$ cat src/rtl/fir_pkg.sv
// Shared definitions for the FIR engine: FSM state encodings, the default tap
// count and the circular-history address helpers.
// Optional build macro used by this slice: FIR_SAT_EN (saturating MAC in fir_mac).
package fir_pkg;

    // Default number of taps / history entries.
    localparam int FIR_NTAP_DEF = 11;

    // Internal index width for counters and circular pointers, wider than any
    // realistic tap count so the wrap arithmetic never overflows.
    localparam int FIR_IDX_W = 16;
    typedef logic [FIR_IDX_W-1:0] fir_idx_t;

    localparam fir_idx_t FIR_IDX_ZERO = 16'd0;
    localparam fir_idx_t FIR_IDX_ONE  = 16'd1;

    // FSM state encodings.
    typedef logic [2:0] fir_state_t;
    localparam fir_state_t ST_IDLE    = 3'd0;
    localparam fir_state_t ST_CLEAR   = 3'd1;
    localparam fir_state_t ST_WAIT_IN = 3'd2;
    localparam fir_state_t ST_MAC     = 3'd3;
    localparam fir_state_t ST_OUT     = 3'd4;
    localparam fir_state_t ST_DONE    = 3'd5;

    // (base - off) mod modn, for base < modn and off <= modn.
    function automatic fir_idx_t fir_wrap_sub(input fir_idx_t base,
                                              input fir_idx_t off,
                                              input fir_idx_t modn);
        fir_idx_t res;
        if (base >= off) begin
            res = base - off;
        end else begin
            res = base + modn - off;
        end
        return res;
    endfunction

    // (ptr + 1) mod modn, for ptr < modn.
    function automatic fir_idx_t fir_wrap_inc(input fir_idx_t ptr,
                                              input fir_idx_t modn);
        fir_idx_t res;
        if (ptr == (modn - FIR_IDX_ONE)) begin
            res = FIR_IDX_ZERO;
        end else begin
            res = ptr + FIR_IDX_ONE;
        end
        return res;
    endfunction

endpackage

$ cat src/rtl/fir_mac.sv
// Multiply-accumulate datapath of the FIR engine.
// Default build: signed BIT_WIDTH product truncated to BIT_WIDTH, accumulator
// wraps modulo 2^BIT_WIDTH.
// With FIR_SAT_EN defined: full-precision product, 2*BIT_WIDTH+4 bit
// accumulator and a result saturated to the signed BIT_WIDTH range.
// Timing is identical in both builds: clr and en act on the next clock edge.
module fir_mac
    import fir_pkg::*;
#(
    parameter int BIT_WIDTH = 32
) (
    input  logic                 clk,
    input  logic                 rst,
    input  logic                 clr,
    input  logic                 en,
    input  logic [BIT_WIDTH-1:0] tap,
    input  logic [BIT_WIDTH-1:0] dat,
    output logic [BIT_WIDTH-1:0] result
);

`ifdef FIR_SAT_EN
    localparam int PROD_W = 2 * BIT_WIDTH;
    localparam int ACC_W  = 2 * BIT_WIDTH + 4;

    localparam logic signed [BIT_WIDTH-1:0] OUT_MAX = {1'b0, {(BIT_WIDTH-1){1'b1}}};
    localparam logic signed [BIT_WIDTH-1:0] OUT_MIN = {1'b1, {(BIT_WIDTH-1){1'b0}}};
    localparam logic signed [ACC_W-1:0]     ACC_MAX = ACC_W'(OUT_MAX);
    localparam logic signed [ACC_W-1:0]     ACC_MIN = ACC_W'(OUT_MIN);
    localparam logic signed [ACC_W-1:0]     ACC_ZERO = {ACC_W{1'b0}};

    logic signed [PROD_W-1:0] tap_x_s;
    logic signed [PROD_W-1:0] dat_x_s;
    logic signed [PROD_W-1:0] prod_s;
    logic signed [ACC_W-1:0]  acc_r;
    logic [BIT_WIDTH-1:0]     result_s;

    // Operands are sign-extended first so the product keeps full precision.
    assign tap_x_s = PROD_W'($signed(tap));
    assign dat_x_s = PROD_W'($signed(dat));
    assign prod_s  = tap_x_s * dat_x_s;

    // Wide accumulator: cleared on reset or at the start of each output sample.
    always_ff @(posedge clk) begin
        if (rst) begin
            acc_r <= ACC_ZERO;
        end else if (clr) begin
            acc_r <= ACC_ZERO;
        end else if (en) begin
            acc_r <= acc_r + ACC_W'(prod_s);
        end
    end

    // Clamp the wide sum into the signed output range.
    always_comb begin
        result_s = acc_r[BIT_WIDTH-1:0];
        if (acc_r > ACC_MAX) begin
            result_s = OUT_MAX;
        end else if (acc_r < ACC_MIN) begin
            result_s = OUT_MIN;
        end else begin
            result_s = acc_r[BIT_WIDTH-1:0];
        end
    end

    assign result = result_s;
`else
    localparam logic signed [BIT_WIDTH-1:0] ACC_ZERO = {BIT_WIDTH{1'b0}};

    logic signed [BIT_WIDTH-1:0] prod_s;
    logic signed [BIT_WIDTH-1:0] acc_r;
    logic [BIT_WIDTH-1:0]        result_s;

    // A BIT_WIDTH x BIT_WIDTH product in a BIT_WIDTH context keeps the low bits.
    assign prod_s = $signed(tap) * $signed(dat);

    // Wrapping accumulator: cleared on reset or at the start of each output sample.
    always_ff @(posedge clk) begin
        if (rst) begin
            acc_r <= ACC_ZERO;
        end else if (clr) begin
            acc_r <= ACC_ZERO;
        end else if (en) begin
            acc_r <= acc_r + prod_s;
        end
    end

    // Result is the raw accumulator, modulo 2^BIT_WIDTH.
    always_comb begin
        result_s = acc_r;
    end

    assign result = result_s;
`endif

endmodule

$ cat src/rtl/fir_engine.sv
// FIR filter engine: streams samples in, keeps an NTAP-deep circular history
// in an external data BRAM, multiplies against taps held in an external tap
// BRAM, and streams one filtered value out per input sample.
// Optional build macro: FIR_SAT_EN (saturating accumulation inside fir_mac).
// Reset is synchronous and active-high; BRAM contents are not touched by reset,
// the CLEAR state zeroes the history at the start of every run instead.
module fir_engine
    import fir_pkg::*;
#(
    parameter int NTAP       = FIR_NTAP_DEF,
    parameter int ADDR_WIDTH = 12,
    parameter int BIT_WIDTH  = 32
) (
    input  logic                  clk,
    input  logic                  rst,
    input  logic                  ap_start,
    input  logic [31:0]           data_length,
    output logic                  ap_idle,
    output logic                  ap_done,
    input  logic                  ss_tvalid,
    input  logic [BIT_WIDTH-1:0]  ss_tdata,
    output logic                  ss_tready,
    output logic                  sm_tvalid,
    output logic [BIT_WIDTH-1:0]  sm_tdata,
    output logic                  sm_tlast,
    input  logic                  sm_tready,
    output logic                  tap_re,
    output logic [ADDR_WIDTH-1:0] tap_raddr,
    input  logic [BIT_WIDTH-1:0]  tap_rdo,
    output logic                  dat_we,
    output logic [ADDR_WIDTH-1:0] dat_waddr,
    output logic [BIT_WIDTH-1:0]  dat_wdi,
    output logic                  dat_re,
    output logic [ADDR_WIDTH-1:0] dat_raddr,
    input  logic [BIT_WIDTH-1:0]  dat_rdo
);

    localparam fir_idx_t              NTAP_I    = fir_idx_t'(NTAP);
    localparam fir_idx_t              NTAP_M1   = fir_idx_t'(NTAP - 1);
    localparam logic [ADDR_WIDTH-1:0] ADDR_ZERO = {ADDR_WIDTH{1'b0}};
    localparam logic [BIT_WIDTH-1:0]  DATA_ZERO = {BIT_WIDTH{1'b0}};

    // FSM and bookkeeping
    fir_state_t state_r;
    fir_state_t state_nx_s;
    fir_idx_t   cnt_r;          // CLEAR address index / MAC cycle index
    fir_idx_t   cnt_nx_s;
    fir_idx_t   wptr_r;         // history slot of the newest sample
    logic [31:0] count_r;       // samples fully emitted this run
    logic [31:0] len_r;         // run length captured at start
    logic        ss_hs_s;
    logic        sm_hs_s;
    logic        last_s;
    logic        rd_en_nx_s;
    logic        acc_clr_s;
    logic        acc_en_s;
    logic [BIT_WIDTH-1:0] mac_result_s;

    // Registered outputs
    logic                  ap_idle_r;
    logic                  ap_done_r;
    logic                  ss_tready_r;
    logic                  sm_tvalid_r;
    logic [BIT_WIDTH-1:0]  sm_tdata_r;
    logic                  sm_tlast_r;
    logic                  rd_en_r;
    logic [ADDR_WIDTH-1:0] tap_raddr_r;
    logic [ADDR_WIDTH-1:0] dat_raddr_r;
    logic                  clr_we_r;
    logic [ADDR_WIDTH-1:0] clr_addr_r;

    // Data BRAM write port (must act in the handshake cycle itself)
    logic                  dat_we_s;
    logic [ADDR_WIDTH-1:0] dat_waddr_s;
    logic [BIT_WIDTH-1:0]  dat_wdi_s;

    assign ss_hs_s = ss_tvalid & ss_tready_r;
    assign sm_hs_s = sm_tvalid_r & sm_tready;
    assign last_s  = ((count_r + 32'd1) == len_r);

    // Next-state and cycle-counter logic.
    always_comb begin
        state_nx_s = state_r;
        cnt_nx_s   = cnt_r;
        case (state_r)
            ST_IDLE: begin
                if (ap_start) begin
                    state_nx_s = ST_CLEAR;
                    cnt_nx_s   = FIR_IDX_ZERO;
                end else begin
                    state_nx_s = ST_IDLE;
                end
            end
            ST_CLEAR: begin
                if (cnt_r == NTAP_M1) begin
                    state_nx_s = (len_r == 32'd0) ? ST_DONE : ST_WAIT_IN;
                    cnt_nx_s   = FIR_IDX_ZERO;
                end else begin
                    cnt_nx_s   = cnt_r + FIR_IDX_ONE;
                end
            end
            ST_WAIT_IN: begin
                if (ss_hs_s) begin
                    state_nx_s = ST_MAC;
                    cnt_nx_s   = FIR_IDX_ZERO;
                end else begin
                    state_nx_s = ST_WAIT_IN;
                end
            end
            ST_MAC: begin
                // NTAP read cycles plus one to absorb the BRAM read latency.
                if (cnt_r == NTAP_I) begin
                    state_nx_s = ST_OUT;
                    cnt_nx_s   = FIR_IDX_ZERO;
                end else begin
                    cnt_nx_s   = cnt_r + FIR_IDX_ONE;
                end
            end
            ST_OUT: begin
                if (sm_hs_s) begin
                    state_nx_s = sm_tlast_r ? ST_DONE : ST_WAIT_IN;
                end else begin
                    state_nx_s = ST_OUT;
                end
            end
            ST_DONE: begin
                state_nx_s = ST_IDLE;
            end
            default: begin
                state_nx_s = ST_IDLE;
                cnt_nx_s   = FIR_IDX_ZERO;
            end
        endcase
    end

    // BRAM reads are issued for MAC cycles 0..NTAP-1 only.
    always_comb begin
        if ((state_nx_s == ST_MAC) && (cnt_nx_s < NTAP_I)) begin
            rd_en_nx_s = 1'b1;
        end else begin
            rd_en_nx_s = 1'b0;
        end
    end

    // State, run length, history pointer and sample count.
    always_ff @(posedge clk) begin
        if (rst) begin
            state_r <= ST_IDLE;
            cnt_r   <= FIR_IDX_ZERO;
            wptr_r  <= FIR_IDX_ZERO;
            count_r <= 32'd0;
            len_r   <= 32'd0;
        end else begin
            state_r <= state_nx_s;
            cnt_r   <= cnt_nx_s;
            if ((state_r == ST_IDLE) && ap_start) begin
                len_r <= data_length;
            end
            if (state_r == ST_CLEAR) begin
                wptr_r  <= FIR_IDX_ZERO;
                count_r <= 32'd0;
            end else if ((state_r == ST_OUT) && sm_hs_s) begin
                wptr_r  <= fir_wrap_inc(wptr_r, NTAP_I);
                count_r <= count_r + 32'd1;
            end
        end
    end

    // Control outputs registered from the next state so they line up with it.
    always_ff @(posedge clk) begin
        if (rst) begin
            ap_idle_r   <= 1'b1;
            ap_done_r   <= 1'b0;
            ss_tready_r <= 1'b0;
            clr_we_r    <= 1'b0;
            clr_addr_r  <= ADDR_ZERO;
            rd_en_r     <= 1'b0;
            tap_raddr_r <= ADDR_ZERO;
            dat_raddr_r <= ADDR_ZERO;
        end else begin
            ap_idle_r   <= (state_nx_s == ST_IDLE);
            ap_done_r   <= (state_nx_s == ST_DONE);
            ss_tready_r <= (state_nx_s == ST_WAIT_IN);
            clr_we_r    <= (state_nx_s == ST_CLEAR);
            clr_addr_r  <= (state_nx_s == ST_CLEAR) ? ADDR_WIDTH'(cnt_nx_s) : ADDR_ZERO;
            rd_en_r     <= rd_en_nx_s;
            // Tap k pairs with the sample k steps older than the newest one.
            tap_raddr_r <= rd_en_nx_s ? ADDR_WIDTH'(cnt_nx_s) : ADDR_ZERO;
            dat_raddr_r <= rd_en_nx_s ? ADDR_WIDTH'(fir_wrap_sub(wptr_r, cnt_nx_s, NTAP_I))
                                      : ADDR_ZERO;
        end
    end

    // Output stream: the first OUT cycle captures the result, then it is held
    // until the consumer takes it.
    always_ff @(posedge clk) begin
        if (rst) begin
            sm_tvalid_r <= 1'b0;
            sm_tdata_r  <= DATA_ZERO;
            sm_tlast_r  <= 1'b0;
        end else if (state_r == ST_OUT) begin
            if (sm_hs_s) begin
                sm_tvalid_r <= 1'b0;
                sm_tdata_r  <= DATA_ZERO;
                sm_tlast_r  <= 1'b0;
            end else if (!sm_tvalid_r) begin
                sm_tvalid_r <= 1'b1;
                sm_tdata_r  <= mac_result_s;
                sm_tlast_r  <= last_s;
            end
        end
    end

    // Data BRAM write port: zero fill during CLEAR, else the accepted sample.
    always_comb begin
        dat_we_s    = 1'b0;
        dat_waddr_s = ADDR_ZERO;
        dat_wdi_s   = DATA_ZERO;
        if (clr_we_r) begin
            dat_we_s    = 1'b1;
            dat_waddr_s = clr_addr_r;
            dat_wdi_s   = DATA_ZERO;
        end else if (ss_hs_s) begin
            dat_we_s    = 1'b1;
            dat_waddr_s = ADDR_WIDTH'(wptr_r);
            dat_wdi_s   = ss_tdata;
        end else begin
            dat_we_s    = 1'b0;
            dat_waddr_s = ADDR_ZERO;
            dat_wdi_s   = DATA_ZERO;
        end
    end

    // Accumulator restarts on MAC entry; read data arrives one cycle after
    // its address, so accumulation runs in MAC cycles 1..NTAP.
    assign acc_clr_s = (state_r == ST_WAIT_IN) && ss_hs_s;
    assign acc_en_s  = (state_r == ST_MAC) && (cnt_r != FIR_IDX_ZERO);

    fir_mac #(
        .BIT_WIDTH (BIT_WIDTH)
    ) u_mac (
        .clk    (clk),
        .rst    (rst),
        .clr    (acc_clr_s),
        .en     (acc_en_s),
        .tap    (tap_rdo),
        .dat    (dat_rdo),
        .result (mac_result_s)
    );

    assign ap_idle   = ap_idle_r;
    assign ap_done   = ap_done_r;
    assign ss_tready = ss_tready_r;
    assign sm_tvalid = sm_tvalid_r;
    assign sm_tdata  = sm_tdata_r;
    assign sm_tlast  = sm_tlast_r;
    assign tap_re    = rd_en_r;
    assign tap_raddr = tap_raddr_r;
    assign dat_re    = rd_en_r;
    assign dat_raddr = dat_raddr_r;
    assign dat_we    = dat_we_s;
    assign dat_waddr = dat_waddr_s;
    assign dat_wdi   = dat_wdi_s;

endmodule

$ cat config.mk
export PLATFORM = sky130hd
export DESIGN_NAME = fir_engine
export DESIGN_NICKNAME = d
export VERILOG_FILES = /design/src/rtl/fir_pkg.sv /design/src/rtl/fir_mac.sv /design/src/rtl/fir_engine.sv
export SDC_FILE = /design/constraint.sdc
export NUM_CORES = 2
export LEC_CHECK = 0
export BUFFER_PORTS_ARGS = -buffer_cell sky130_fd_sc_hd__buf_2
export CORE_MARGIN = 1.5
export CORE_UTILIZATION = 60
export CTS_CLUSTER_DIAMETER = 40
export DETAILED_ROUTE_END_ITERATION = 12
export PLACE_DENSITY = 0.78
export SLEW_MARGIN = 20
export SYNTH_ARGS = -nofsm -noshare
export SYNTH_HDL_FRONTEND = slang
export SYNTH_HIERARCHICAL = 1
export SYNTH_SLANG_ARGS = --single-unit
$ cat constraint.sdc
create_clock -name clk -period 15.4 [get_ports clk]
set_clock_uncertainty 0.15 [all_clocks]
set_input_delay 1.54 -clock clk [delete_from_list [all_inputs] [get_ports clk]]
set_output_delay 1.54 -clock clk [all_outputs]
set_load 0.01 [all_outputs]
=== Yosys cells after proc, flatten, opt, wreduce, memory -nomap -nowiden ===
Cells that the tools add are included.
Widths: inputs -> output; s select.

* Bits in registers: 206
* Latch bits: 0
* RAM bits: 0
* Memory bits (read-only): 0
* Input bits: 133
* Output and inout port bits: 108
* Memories kept: 0

* Add/subtract/negate cells: 7
* Multipliers: 1
* Div/mod/pow operators: 0
* Magnitude comparators: 2
* Equal/unequal tests: 14
* Shift-type cells: 0
* Muxes and demuxes: 27
* Bitwise gates (word level): 4
* Reductions and logical operators: 15

{| class="wikitable"
|+ Operators by type and width
! kind !! count
|-
| $mux 32 || 4
|-
| $mux 16 || 5
|-
| $pmux 16 s5 || 1
|-
| $eq 16x4->1 const B || 3
|-
| $mux 12 || 3
|-
| $add 16x1->16 const B || 2
|-
| $add 32x1->32 const B || 1
|-
| $add 32x32->32 || 1
|-
| $eq 32x32->1 || 1
|-
| $logic_not 32->1 || 1
|-
| $mul 32x32->32 || 1
|-
| $sub 12x12->12 || 2
|-
| $ge 16x16->1 || 1
|-
| $lt 16x4->1 const B || 1
|-
| $reduce_bool 16->1 || 1
|-
| $mux 3 || 5
|-
| $pmux 3 s5 || 1
|-
| $add 12x4->12 const B || 1
|-
| $eq 3x2->1 const B || 4
|-
| $reduce_or 2->1 || 5
|-
| $eq 3x3->1 const B || 3
|-
| $mux 1 || 8
|-
| $eq 3x1->1 const B || 2
|-
| $logic_not 3->1 || 2
|-
| other kinds (5) || 11
|}

=== Depth between registers and ports, before layout ===
* Word-level depth: 9
* Gate-level depth with buffers: 29

=== Hierarchy ===
Netlist, hierarchy kept.

{| class="wikitable"
|+ Modules (own cells, without submodules)
! module !! times used !! cells an instance !! area each (µm²) !! sequential area each (µm²)
|-
| fir_mac || 1 || 2051 || 18186.2 || 640.6
|-
| fir_engine || 1 || 1136 || 9456.6 || 3483.3
|}

=== Worst setup path after synthesis ===
OpenSTA, ideal clock, no wires.

* Path type: input to register
* From: input port tap_rdo[12]
* To: register u_mac.acc_r[30], in the netlist u_mac/result[30]
* Setup time: 0.095 ns
* Arrival: 8.311 ns
* Required time: 15.155 ns
* Setup slack: 6.844 ns
* Stages: 25
* Buffers on the path: 3
* Cell sequence: clkbuf_1 clkbuf_1 and2_1 fa_1 fa_1 fa_1 inv_1 fa_1 fa_1 fa_1 inv_1 fa_1 inv_1 fa_1 inv_1 ha_1 buf_2 nand4_1 or4_1 nor3_2 nor2_1 a311oi_2 a41oi_1 or4_1 o311ai_1

* Word-level cells in the longest chain between the ends: 2

{| class="wikitable"
|+ RTL lines
! what !! RTL line !! text
|-
| start, declared || fir_engine.sv:29 || <nowiki>input logic [BIT_WIDTH-1:0] tap_rdo,</nowiki>
|-
| $mul 32x32->32 || fir_mac.sv:74 || <nowiki>assign prod_s = $signed(tap) * $signed(dat);</nowiki>
|-
| $add 32x32->32 || fir_mac.sv:83 || <nowiki>acc_r <= acc_r + prod_s;</nowiki>
|-
| end signal, assigned || fir_mac.sv:83 ||
|-
| end, declared || fir_mac.sv:70 || <nowiki>logic signed [BIT_WIDTH-1:0] acc_r;</nowiki>
|}

Every way passes these cells.
A chain may end at the register's enable or synchronous reset.

=== Worst setup path in the final report ===
* From: input port dat_rdo[0]
* To: register u_mac.acc_r[30], in the netlist u_mac/result[30]

* Word-level cells in the longest chain between the ends: 2

{| class="wikitable"
|+ RTL lines
! what !! RTL line !! text
|-
| start, declared || fir_engine.sv:35 || <nowiki>input logic [BIT_WIDTH-1:0] dat_rdo</nowiki>
|-
| $mul 32x32->32 || fir_mac.sv:74 ||
|-
| $add 32x32->32 || fir_mac.sv:83 ||
|}

Every way passes these cells.

==> reports/metrics.yaml <==
pin_count: 241
drive_gt1_share_pct: 9.856
cts.path.max_buffers: 3
yosys_warnings: 6
finalHoldViolCount: 0
setup_viol: 0
worst-setup-path-type: "primary input to register"
start_util_pct: 60.91
grt_overflow_total: 0
layout.nets: 4081
fmax_ghz: 0.1152
period_share_pct: 56.36
fin_setup_tns_ns: 0
drtIter0Drc: 1672
yosys.area_share.simple_pct: 19.79
cts_root_buffer: "clkbuf_16"
ys_types: 85
place_congestion: 0.9582
grt_max_degree: 90
synthArstFlopShare_pct: 0
final_max_slew_viol_count: 0
die_height_um: 217.6
syn_area_per_cell_um2: 8.674
postCtsSetupRepairBufs: 0
grt_pass1_wl_um: 120500
synth_top_family_by_area: "adder cells"
synthToLayoutAreaGrowth_pct: 8.003
wl_um: 73270
placed_area_mm2: 0.02906
vias_per_cell: 5.564
min_path_type: "register to register"
final_area_mm2: 0.02985
ctsResizeCount: 0
rows: 78
synth_seq_cells: 206
slowest_stage: "fa_1"
max_slew_margin_pct: 28.19
dp_hpwl_um: 58980
antenna_found_initial: 4
tightest_slew_ns: 1.074
yosysTopAreaCellShare_pct: 32.44
synth-adder-area-share_pct: 40.91
cp_max_fo: 32
outcome: "completed"
post-synth-top-area-cell: "fa_1"
synthXorXnorAreaFrac_pct: 6.215
synth_area_mm2: 0.02764
grt_util_all_layers_pct: 32.06
cp_cell_sequence: "buf_2 > and2_1 > fa_1 > fa_1 > inv_1 > fa_1 > fa_1 > fa_1 > fa_1 > inv_1 > fa_1 > inv_1 > fa_1 > inv_1 > ha_1 > nand4_1 > or4_1 > nor3_2 > nor2_1 > a311oi_2 > a41oi_1 > or4_1 > o311ai_1"
fp.coreArea_mm2: 0.04538
slowest_delay_ns: 0.58
synth.area.top_cells: "fa_1 32%, dfxtp_1 15%, ha_1 8.5%"
critPathLaunchType: "primary input"
wl_per_cell_um: 18.65
synth_edf_count: 0
synth-compound-area-share_pct: 6.930
maxCapViolations: 0
cts_buffers: 24
rsz0062_at_grt: "false"
h-tree-depth: 1
vias: 21860
drc_errors: 0
ys_seq_area_share_pct: 14.92
firstDrtPassIters: 6
reg2reg_depth: 21
die_w_um: 217.6
cpMostUsedCell: "fa_1"
cts_tree: "yes"
worstPathRequired_ns: 15.70
ys.flop_type: "dfxtp_1"
cp-end-kind: "register"
die_area_mm2: 0.04737
clkLatencyLatePin_ns: 0.54
grt_pass1_vias: 22910
cts.sinks: 206
numPortBuffers: 240
muxShareOfSynthArea_pct: 1.068
fin_crit_ns: 8.679
cts-hold-fix-buffers: 0
arrival_ns: 8.98
hold_path_depth: 2
clk_pin_slew_ns: 0.06
syn_inst: 3187
ant_nets: 0
[worst max-delay path: cells and delay by family]
kind | cells | cell delay (ns)
AOI/OAI and AO/OA | 3 | 0.70
adders and majority gates | 9 | 4.42
buffers and inverters | 5 | 0.72
and+or+nand+nor | 6 | 1.58
[metal layers]
layer,vias to the layer above,GRT usage [%],wire length [um]
met4,4,6.481,1188
li1,10050,-,-
met5,-,0,27
met3,102,7.183,6436
met2,839,52.20,34310
met1,10870,44.04,31300
[stage by stage]
step           worst slack [ns]  hold WS (ns)  utilization [%]  cells
3_3_place_gp              6.343        0.3248            64.04   3887
4_1_cts                   6.779        0.3340            65.76   3928
3_5_place_dp              6.249        0.3253            64.04   3887
6_report                  6.721        0.3364            65.79   3929
5_1_grt                   6.415        0.3505            65.79   3929
2_1_floorplan             6.844        0.2912                -   3194
[area by class of cell]
class	count	area, um^2
Fill cell	3803	15530
Clock buffer	27	611.8
Sequential cell	206	4124
Timing Repair Buffer	250	1276
Inverter	571	2143
Antenna cell	1	2.502
Tap cell	600	750.7
Clock inverter	14	171.4
Multi-Input combinational cell	2260	20770
[worst paths after layout]
kind	start	end	slack, ns
min	len_r[6]$_SDFFE_PP0P_	len_r[6]$_SDFFE_PP0P_	0.34
min reg2reg	len_r[6]$_SDFFE_PP0P_	len_r[6]$_SDFFE_PP0P_	0.34
max reg2reg	u_mac/result[18]$_SDFFE_PP0P_	u_mac/result[30]$_SDFFE_PP0P_	8.03
max	dat_rdo[0]	u_mac/result[30]$_SDFFE_PP0P_	6.72
[cells in the final DEF (no fill, tap or decap), types with 5 or more instances in the layout]
cell	instances
a211oi_1	17
a21o_1	16
a21oi_1	99
a22o_1	12
a22oi_1	37
a31oi_1	14
and2_1	307
and3_1	15
and4_1	5
buf_2	240
buf_4	10
clkbuf_16	24
conb_1	8
dfxtp_1	206
fa_1	448
ha_1	187
inv_1	571
inv_6	6
mux2i_1	25
nand2_1	401
nand2b_1	10
nand3_1	40
nand4_1	29
nor2_1	188
nor2b_1	12
nor3_1	25
nor3b_1	5
nor4_1	20
o21ai_0	35
o21ai_1	6
o21bai_1	6
or3_1	14
or4_1	6
xnor2_1	125
xor2_1	66
[cells in the mapped netlist, drive strengths merged, types with 16 or more instances]
| cell type | count |
|---|---|
| o21ai | 42 |
| and3 | 16 |
| dfxtp | 206 |
| fa | 448 |
| buf | 23 |
| xnor2 | 125 |
| a211oi | 17 |
| clkbuf | 134 |
| a21oi | 100 |
| a21o | 17 |
| a22oi | 37 |
| nand4 | 31 |
| and2 | 308 |
| inv | 571 |
| nor3 | 29 |
| nand3 | 44 |
| mux2i | 25 |
| ha | 187 |
| xor2 | 66 |
| nand2 | 402 |
| nor2 | 191 |
| nor4 | 20 |
[sequential cells by signal (all words and copies together), names as in the netlist]
signal        count
count_r          32
len_r            32
sm_tdata         32
u_mac/result     32
cnt_r            16
wptr_r           16
clr_addr_r       12
dat_raddr        12
tap_raddr        12
state_r           3
ap_done           1
ap_idle           1
clr_we_r          1
dat_re            1
sm_tlast          1
sm_tvalid         1
ss_tready         1
[cell families (layout without fill, tap and decap cells)]
group / count (synthesis) / in the layout
AOI/OAI and AO/OA: 293 / 293
xor gates and xnor gates: 193 / 193
adders and majority gates: 635 / 635
buffers and inverters: 728 / 862
DFF: 206 / 206
muxes: 29 / 29
other: 1 / 9
and+or+nand+nor: 1102 / 1102
Power is not shown: default switching activity piles up to over one toggle a cycle in this logic, so the estimate is an artifact.
